$ cat src/rtl/muldiv_seq.sv
// muldiv_seq: iterative RV32M multiply/divide sequencer.
// Radix-2 shift-add multiply and restoring divide; one bit per cycle.
module muldiv_seq #(
  parameter int XLEN = 32
) (
  input  logic            clk,
  input  logic            reset,
  input  logic            start,
  input  logic [2:0]      funct3,
  input  logic [XLEN-1:0] a,
  input  logic [XLEN-1:0] b,
  input  logic            kill,
  output logic            busy,
  output logic            done,
  output logic [XLEN-1:0] result
);

  localparam int CW = $clog2(XLEN);

  typedef enum logic [1:0] {
    IDLE,
    CALC,
    FIN
  } state_t;

  state_t state_q, state_d;

  logic [2:0]        f3_q, f3_d;
  logic [XLEN-1:0]   mag_a_q, mag_a_d;
  logic [XLEN-1:0]   mag_b_q, mag_b_d;
  logic              neg_p_q, neg_p_d;
  logic              neg_q_q, neg_q_d;
  logic              neg_r_q, neg_r_d;
  logic [CW-1:0]     cnt_q, cnt_d;
  logic [2*XLEN-1:0] prod_q, prod_d;
  logic [XLEN:0]     rem_q, rem_d;
  logic [XLEN-1:0]   quo_q, quo_d;
  logic              done_q, done_d;
  logic [XLEN-1:0]   result_q, result_d;

  logic            is_div;
  logic            sgn_a_op;
  logic            sgn_b_op;
  logic            sa;
  logic            sb;
  logic [XLEN-1:0] abs_a;
  logic [XLEN-1:0] abs_b;
  logic            div_zero;
  logic            div_ovf;
  logic            fast;
  logic            accept;

  logic [XLEN:0]     add_sum;
  logic [XLEN+1:0]   shifted;
  logic [XLEN+1:0]   trial;
  logic              ge;
  logic [2*XLEN-1:0] prod_fin;
  logic [XLEN-1:0]   quo_fin;
  logic [XLEN-1:0]   rem_fin;
  logic [XLEN-1:0]   sel;

  // Operand decode: signedness, magnitudes and the divide fast path.
  always_comb begin
    is_div   = funct3[2];
    sgn_a_op = (funct3 == 3'b001) || (funct3 == 3'b010) ||
               (funct3 == 3'b100) || (funct3 == 3'b110);
    sgn_b_op = (funct3 == 3'b001) || (funct3 == 3'b100) ||
               (funct3 == 3'b110);
    sa       = sgn_a_op & a[XLEN-1];
    sb       = sgn_b_op & b[XLEN-1];
    abs_a    = sa ? -a : a;
    abs_b    = sb ? -b : b;
    div_zero = is_div && (b == '0);
    div_ovf  = is_div && !funct3[0] &&
               (a == {1'b1, {(XLEN-1){1'b0}}}) && (&b);
    fast     = div_zero | div_ovf;
    accept   = (state_q == IDLE) && start && !kill;
  end

  // State register.
  always_ff @(posedge clk) begin
    if (reset) state_q <= IDLE;
    else       state_q <= state_d;
  end

  // Next-state logic; kill always returns to IDLE.
  always_comb begin
    state_d = state_q;
    unique case (state_q)
      IDLE: if (accept) state_d = fast ? FIN : CALC;
      CALC: begin
        if (kill)              state_d = IDLE;
        else if (cnt_q == '0)  state_d = FIN;
      end
      FIN:     state_d = IDLE;
      default: state_d = IDLE;
    endcase
  end

  // Datapath: latch operands, then one multiply or divide step per cycle.
  always_comb begin
    f3_d    = f3_q;
    mag_a_d = mag_a_q;
    mag_b_d = mag_b_q;
    neg_p_d = neg_p_q;
    neg_q_d = neg_q_q;
    neg_r_d = neg_r_q;
    cnt_d   = cnt_q;
    prod_d  = prod_q;
    rem_d   = rem_q;
    quo_d   = quo_q;
    add_sum = {1'b0, prod_q[2*XLEN-1:XLEN]} +
              (prod_q[0] ? {1'b0, mag_a_q} : '0);
    shifted = {rem_q, quo_q[XLEN-1]};
    trial   = shifted - {2'b00, mag_b_q};
    ge      = !trial[XLEN+1];
    if (accept) begin
      f3_d    = funct3;
      mag_a_d = abs_a;
      mag_b_d = abs_b;
      cnt_d   = CW'(XLEN-1);
      if (fast) begin
        // Preload final values; no sign fix-up applies to them.
        neg_p_d = 1'b0;
        neg_q_d = 1'b0;
        neg_r_d = 1'b0;
        prod_d  = '0;
        quo_d   = div_zero ? '1 : {1'b1, {(XLEN-1){1'b0}}};
        rem_d   = div_zero ? {1'b0, a} : '0;
      end else begin
        neg_p_d = sa ^ sb;
        neg_q_d = sa ^ sb;
        neg_r_d = sa;
        prod_d  = {{XLEN{1'b0}}, abs_b};
        quo_d   = abs_a;
        rem_d   = '0;
      end
    end else if (state_q == CALC) begin
      cnt_d = cnt_q - CW'(1);
      if (f3_q[2]) begin
        rem_d = ge ? trial[XLEN:0] : shifted[XLEN:0];
        quo_d = {quo_q[XLEN-2:0], ge};
      end else begin
        prod_d = {add_sum, prod_q[XLEN-1:1]};
      end
    end
  end

  // Output logic: sign fix-up and result select in FIN.
  always_comb begin
    prod_fin = neg_p_q ? -prod_q : prod_q;
    quo_fin  = neg_q_q ? -quo_q : quo_q;
    rem_fin  = neg_r_q ? -rem_q[XLEN-1:0] : rem_q[XLEN-1:0];
    sel      = rem_fin;
    unique case (1'b1)
      (f3_q == 3'b000):            sel = prod_fin[XLEN-1:0];
      (!f3_q[2] && f3_q != 3'b0):  sel = prod_fin[2*XLEN-1:XLEN];
      (f3_q[2] && !f3_q[1]):       sel = quo_fin;
      default:                     sel = rem_fin;
    endcase
    done_d   = 1'b0;
    result_d = result_q;
    if (state_q == FIN && !kill) begin
      done_d   = 1'b1;
      result_d = sel;
    end
    busy   = (state_q != IDLE);
    done   = done_q;
    result = result_q;
  end

  // Datapath and output registers.
  always_ff @(posedge clk) begin
    if (reset) begin
      f3_q     <= '0;
      mag_a_q  <= '0;
      mag_b_q  <= '0;
      neg_p_q  <= 1'b0;
      neg_q_q  <= 1'b0;
      neg_r_q  <= 1'b0;
      cnt_q    <= '0;
      prod_q   <= '0;
      rem_q    <= '0;
      quo_q    <= '0;
      done_q   <= 1'b0;
      result_q <= '0;
    end else begin
      f3_q     <= f3_d;
      mag_a_q  <= mag_a_d;
      mag_b_q  <= mag_b_d;
      neg_p_q  <= neg_p_d;
      neg_q_q  <= neg_q_d;
      neg_r_q  <= neg_r_d;
      cnt_q    <= cnt_d;
      prod_q   <= prod_d;
      rem_q    <= rem_d;
      quo_q    <= quo_d;
      done_q   <= done_d;
      result_q <= result_d;
    end
  end

endmodule

$ cat config.mk
export PLATFORM = sky130hd
export DESIGN_NAME = muldiv_seq
export DESIGN_NICKNAME = d
export VERILOG_FILES = /design/src/rtl/muldiv_seq.sv
export SDC_FILE = /design/constraint.sdc
export NUM_CORES = 1
export LEC_CHECK = 0
export CAP_MARGIN = 20
export CORE_ASPECT_RATIO = 0.9
export CORE_MARGIN = 2
export CORE_UTILIZATION = 43
export DETAILED_ROUTE_END_ITERATION = 10
export SLEW_MARGIN = 20
export SYNTH_ARGS = -nofsm -noshare
export SYNTH_HDL_FRONTEND = slang
export SYNTH_SLANG_ARGS = --single-unit
export TNS_END_PERCENT = 30
$ cat constraint.sdc
create_clock -name clk -period 4.8 [get_ports clk]
set_clock_uncertainty 0.1 [all_clocks]
set_input_delay 0.48 -clock clk [delete_from_list [all_inputs] [get_ports clk]]
set_output_delay 0.48 -clock clk [all_outputs]
set_load 0.02 [all_outputs]
== Word-level counts from Yosys, hierarchy flattened ==
Cells that the tools add are included.

* Register bits: 238
* Bits of input ports: 71
* Output and inout bits: 34
* Logic and storage cells: 97

* $add $sub $neg: 8
* Equality and inequality tests: 10
* Mux-type cells: 32
* Bitwise logic cells: 4
* Reductions and logical operators: 31

{| class="wikitable"
|+ Operator list
! kind !! count
|-
| two-way mux 32 bit || 12
|-
| two-way mux 64 bit || 4
|-
| two-way mux 33 bit || 4
|-
| negator 32 bit || 4
|-
| case mux 32 bit (3 select lines) || 1
|-
| negator 64 bit || 1
|-
| subtractor 34 x 32 -> 34 bit || 1
|-
| adder 32 x 32 -> 33 bit || 1
|-
| == test 32 bit (second input constant) || 1
|-
| zero test 32 bit || 1
|-
| AND reduction 32 bit || 1
|-
| two-way mux 31 bit || 1
|-
| two-way mux 5 bit || 2
|-
| logical AND 1 bit || 9
|-
| two-way mux 2 bit || 4
|-
| == test 3 bit (second input constant) || 2
|-
| AND reduction 2 bit || 3
|-
| nonzero test 2 bit || 3
|-
| zero test 1 bit || 5
|-
| zero test 5 bit || 1
|-
| logical OR 1 bit || 5
|-
| subtractor 5 x 1 -> 5 bit (second input constant) || 1
|-
| case mux 2 bit (2 select lines) || 1
|-
| == test 3 x 1 -> 1 bit (second input constant) || 1
|-
| other kinds (13) || 16
|}

== Depth between registers and ports, before layout ==
* Word-level depth: 8
* Depth in mapped cells: 14
* Depth with buffers taken out: 12

== Worst setup path before layout ==
No wires, ideal clock.

* Path kind: flip-flop to flip-flop
* From: reg rem_q[11]
* To: reg rem_q[10]
* Setup time: 0.134 ns
* Arrival: 3.366 ns
* Required time: 4.566 ns
* Setup slack: 1.200 ns
* Cell stages (with the launch flop): 13
* Path buffers: 2
* Period minus slack after synthesis: 3.600 ns
* Cell sequence: dfxtp_1 ha_1 a21o_1 a221oi_1 o21ai_0 nor2b_1 nor4_1 or3_1 and3_1 clkbuf_1 clkbuf_1 mux2i_1 o22ai_1

* Cells in the longest elaborated chain, start to end: 5

{| class="wikitable"
|+ RTL lines
! element !! line !! source
|-
| start, declared || 36 || <nowiki>logic [XLEN:0] rem_q, rem_d;</nowiki>
|-
| start signal, assigned || 196 || <nowiki>rem_q <= rem_d;</nowiki>
|-
| subtractor 34 x 32 -> 34 bit || 115 || <nowiki>trial = shifted - {2'b00, mag_b_q};</nowiki>
|-
| two-way mux 33 bit || 141 || <nowiki>rem_d = ge ? trial[XLEN:0] : shifted[XLEN:0];</nowiki>
|-
| two-way mux 33 bit || 140 || <nowiki>if (f3_q[2]) begin</nowiki>
|-
| two-way mux 33 bit || 138 || <nowiki>end else if (state_q == CALC) begin</nowiki>
|-
| two-way mux 33 bit || 117 || <nowiki>if (accept) begin</nowiki>
|}

No other way between the ends. The select of a mux whose other input is x is not followed.
A chain may end at the register's enable or synchronous reset.

== Final worst setup path ==
* From: reg mag_b_q[11]
* To: reg rem_q[26]

* Cells in the longest elaborated chain, start to end: 5

{| class="wikitable"
|+ RTL lines
! element !! line !! source
|-
| start, declared || 30 || <nowiki>logic [XLEN-1:0] mag_b_q, mag_b_d;</nowiki>
|-
| start signal, assigned || 190 || <nowiki>mag_b_q <= mag_b_d;</nowiki>
|-
| subtractor 34 x 32 -> 34 bit || 115 ||
|-
| two-way mux 33 bit || 141 ||
|-
| two-way mux 33 bit || 140 ||
|-
| two-way mux 33 bit || 138 ||
|-
| two-way mux 33 bit || 117 ||
|}

No other way between the ends. The select of a mux whose other input is x is not followed.

==> impl_metrics.json <==
{
  "outcome": "finished, final reports clean",
  "clock-sinks": 238,
  "clk_pin_slew_worst_paths_ns": 0.06,
  "r2r_cells": 13,
  "drive_above_1_share": 0.0535,
  "hold_violations": 0,
  "grt_pass1_wl_mm": 96.9,
  "setup_viol": 0,
  "cts-root-buf": "clkbuf_16",
  "n_antenna_cell": 0,
  "setup.worst_path.start": "mag_b_q[11]",
  "dpl_cell_area_um2": 18800,
  "synth_seq_cells": 238,
  "async_reset_ff_frac": 0,
  "io_buffer_count": 104,
  "path_depth": 13,
  "track_usage": 0.295,
  "comb_power_share": 0.208,
  "cts_max_path_buffers": 3,
  "clock_latency_ns": 0.58,
  "critPathLaunchType": "flop",
  "cp.required_ns": 5.14,
  "path_max_fanout": 19,
  "cap_viol_max_count": 0,
  "core_area_um2": 39500,
  "area_growth_pct": 14.7,
  "cts_setup_buffers": 0,
  "syn_area_per_cell_um2": 7.62,
  "holdBufCountCts": 0,
  "start_util": 0.437,
  "h-tree-depth": 1,
  "cts_resized": 0,
  "ys.flop_type": "dfxtp_1",
  "fin_ws_ns": 0.744,
  "worstMarginPinSlew_ns": 1.01,
  "wl_per_cell_um": 22.6,
  "synthesis.nets": 2411,
  "relSlewSlack": 0.327,
  "post-dp-hpwl_mm": 49.1,
  "die-area_um2": 41800,
  "viasPerCell": 6.17,
  "power.density_nw_per_um2": 293,
  "design_area_um2": 19800,
  "grt_max_degree": 94,
  "antenna_found_initial": 3,
  "synth_cells": 2266,
  "period_needed_ns": 4.06,
  "cts_tree": "built",
  "numCtsBuffers": 28,
  "clockPowerShare": 0.421,
  "internal_power_uw": 4030,
  "globalRouteOverflowTotal": 0,
  "endpoint": "rem_q[26]",
  "die-height_um": 194,
  "irDropWorstVdd_v": 0.000282,
  "dieWidth_um": 215,
  "wirelength_mm": 64.4,
  "cpMaxStageDelayCell": "and3_2",
  "drv_slew": 0,
  "worstReg2RegStart": "mag_b_q[11]",
  "synth.cell_area_um2": 17300,
  "fp-row-count": 69,
  "gp_congestion": 0.964,
  "hold_class": "in -> reg",
  "worst-path-buf-inv": 3,
  "post-route-period-util": 0.845,
  "synth.distinct_cells": 80,
  "path_cells": "inv_1 > ha_1 > and3_1 > nand2_1 > nor4_1 > a21boi_0 > nor4_1 > buf_4 > o21ai_0 > and3_2 > buf_4 > mux2i_1 > o22ai_1",
  "drt-pass1-iter-count": 6,
  "drt_iter0_markers": 1944,
  "timing.fmax_mhz": 247,
  "grt_pass1_vias": 16311,
  "rsz0062_at_grt": "false",
  "max_stage_delay_ns": 0.62,
  "synth_edf_count": 0,
  "min-delay-start": "reset",
  "seq_power_share": 0.371,
  "ant_nets": 0,
  "worstReg2RegEnd": "rem_q[26]",
  "arrival_ns": 4.39,
  "crit_type": "reg -> reg",
  "num-nets-final": 2444,
  "r2r_slack_ns": 0.74,
  "yosysWarnings": 0,
  "pre_cts_ws_ns": 0.407,
  "p_sw_uw": 1790,
  "whs_ns": 0.215,
  "p_leak_uw": 0.00764,
  "synth_seq_area_share": 0.276,
  "postLayoutCoreUtil": 0.501,
  "sw_frac_of_total": 0.307,
  "ios": 105,
  "num_vias": 17595,
  "critical_path.top_delay_family": "simple AND/OR/NAND/NOR gates",
  "crit_path_end_kind": "flop",
  "fin_setup_tns_ns": 0,
  "drcViolationCount": 0
}
==> power groups by stage <==
| stage | Combinational (uW) | Clock (uW) | Sequential [uW] |
|---|---|---|---|
| after detailed placement | 1170 | 0 | 2200 |
| after CTS | 1180 | 2470 | 2150 |
| final | 1210 | 2450 | 2160 |
| after global placement | 1170 | 0 | 2200 |
| after floorplan | 781 | 0 | 2160 |
| after global routing | 1300 | 2550 | 2170 |
==> per-layer routing <==
metal,part of all wire,global-route usage,vias up
li1,-,-,8375
met1,0.45,0.412,8413
met2,0.44,0.461,686
met3,0.077,0.0491,115
met4,0.035,0.0963,6
met5,0.00064,0,-
==> flip-flops by register name, indices dropped and copies added (netlist names) <==
name / count
quo_q: 32
state_q: 2
rem_q: 33
neg_r_q: 1
result: 32
neg_q_q: 1
done: 1
mag_a_q: 32
prod_q: 64
cnt_q: 5
f3_q: 3
mag_b_q: 32
==> cells by family after synthesis <==
kind of cell / count (synthesis) / synth area share
compound gates: 760 / 0.283
simple gates: 711 / 0.199
xor+xnor: 231 / 0.117
buf+inv: 212 / 0.0473
fa+ha+maj: 74 / 0.0545
mux: 40 / 0.0233
flops: 238 / 0.276
==> cell type report <==
type,count,area (um2)
Multi-Input combinational cell,1816,11700
Sequential cell,238,4770
Fill cell,3946,19700
Timing Repair Buffer,143,1350
Tap cell,532,666
Clock buffer,35,778
Clock inverter,15,268
Inverter,72,270
==> placed cells by master (no fill, tap or decap), drive strengths merged, types with 72 or more instances in the layout <==
cell	n
nor2	169
xnor2	125
clkdlybuf4s50	103
ha	72
a21oi	205
xor2	106
nand2	237
o21ai	155
a22oi	75
dfxtp	238
==> worst min path at each step <==
stage | endpoint | slack, ns | cells after the start
finish | result[25] | 0.21 | 2
detailed placement | quo_q[31] | 0.35 | 2
global route | result[27] | 0.22 | 2
global placement | mag_a_q[13] | 0.34 | 2
CTS | result[25] | 0.19 | 2
floorplan | mag_a_q[0] | 0.33 | 2
==> cells in the mapped netlist (13+ instances only) <==
cell type  instances  area share
ha_1              72       0.052
a31oi_1           19      0.0069
xor2_1           106       0.054
o21ai_0          153       0.044
buf_1             15      0.0033
a211oi_1          32       0.014
xnor2_1          125       0.063
nand3_1           31      0.0090
nor4_1            22      0.0080
a311oi_1          19      0.0096
nor3_1            65       0.019
clkbuf_1         118       0.026
a21o_1            42       0.018
nand2b_1          16      0.0058
o22ai_1           40       0.014
or4_1             25       0.011
o41ai_1           25       0.013
nor2b_1           13      0.0047
nand4_1           18      0.0065
o31ai_1           45       0.020
and2_1            41       0.015
mux2i_1           38       0.022
dfxtp_1          238        0.28
o21a_1            13      0.0056
inv_1             71       0.015
a22oi_1           75       0.033
nand2_1          236       0.051
a221oi_1          14      0.0071
o211ai_1          13      0.0056
nor2_1           168       0.036
or3_1             23      0.0083
a21oi_1          205       0.059
==> through the flow <==
step | instances | total power (uW)
after floorplan | 2266 | 2940
after global routing | 2851 | 6020
after global placement | 2801 | 3360
after detailed placement | 2801 | 3370
final | 2851 | 5810
after CTS | 2851 | 5800
No activity file was read; power rests on OpenSTA's default activity.
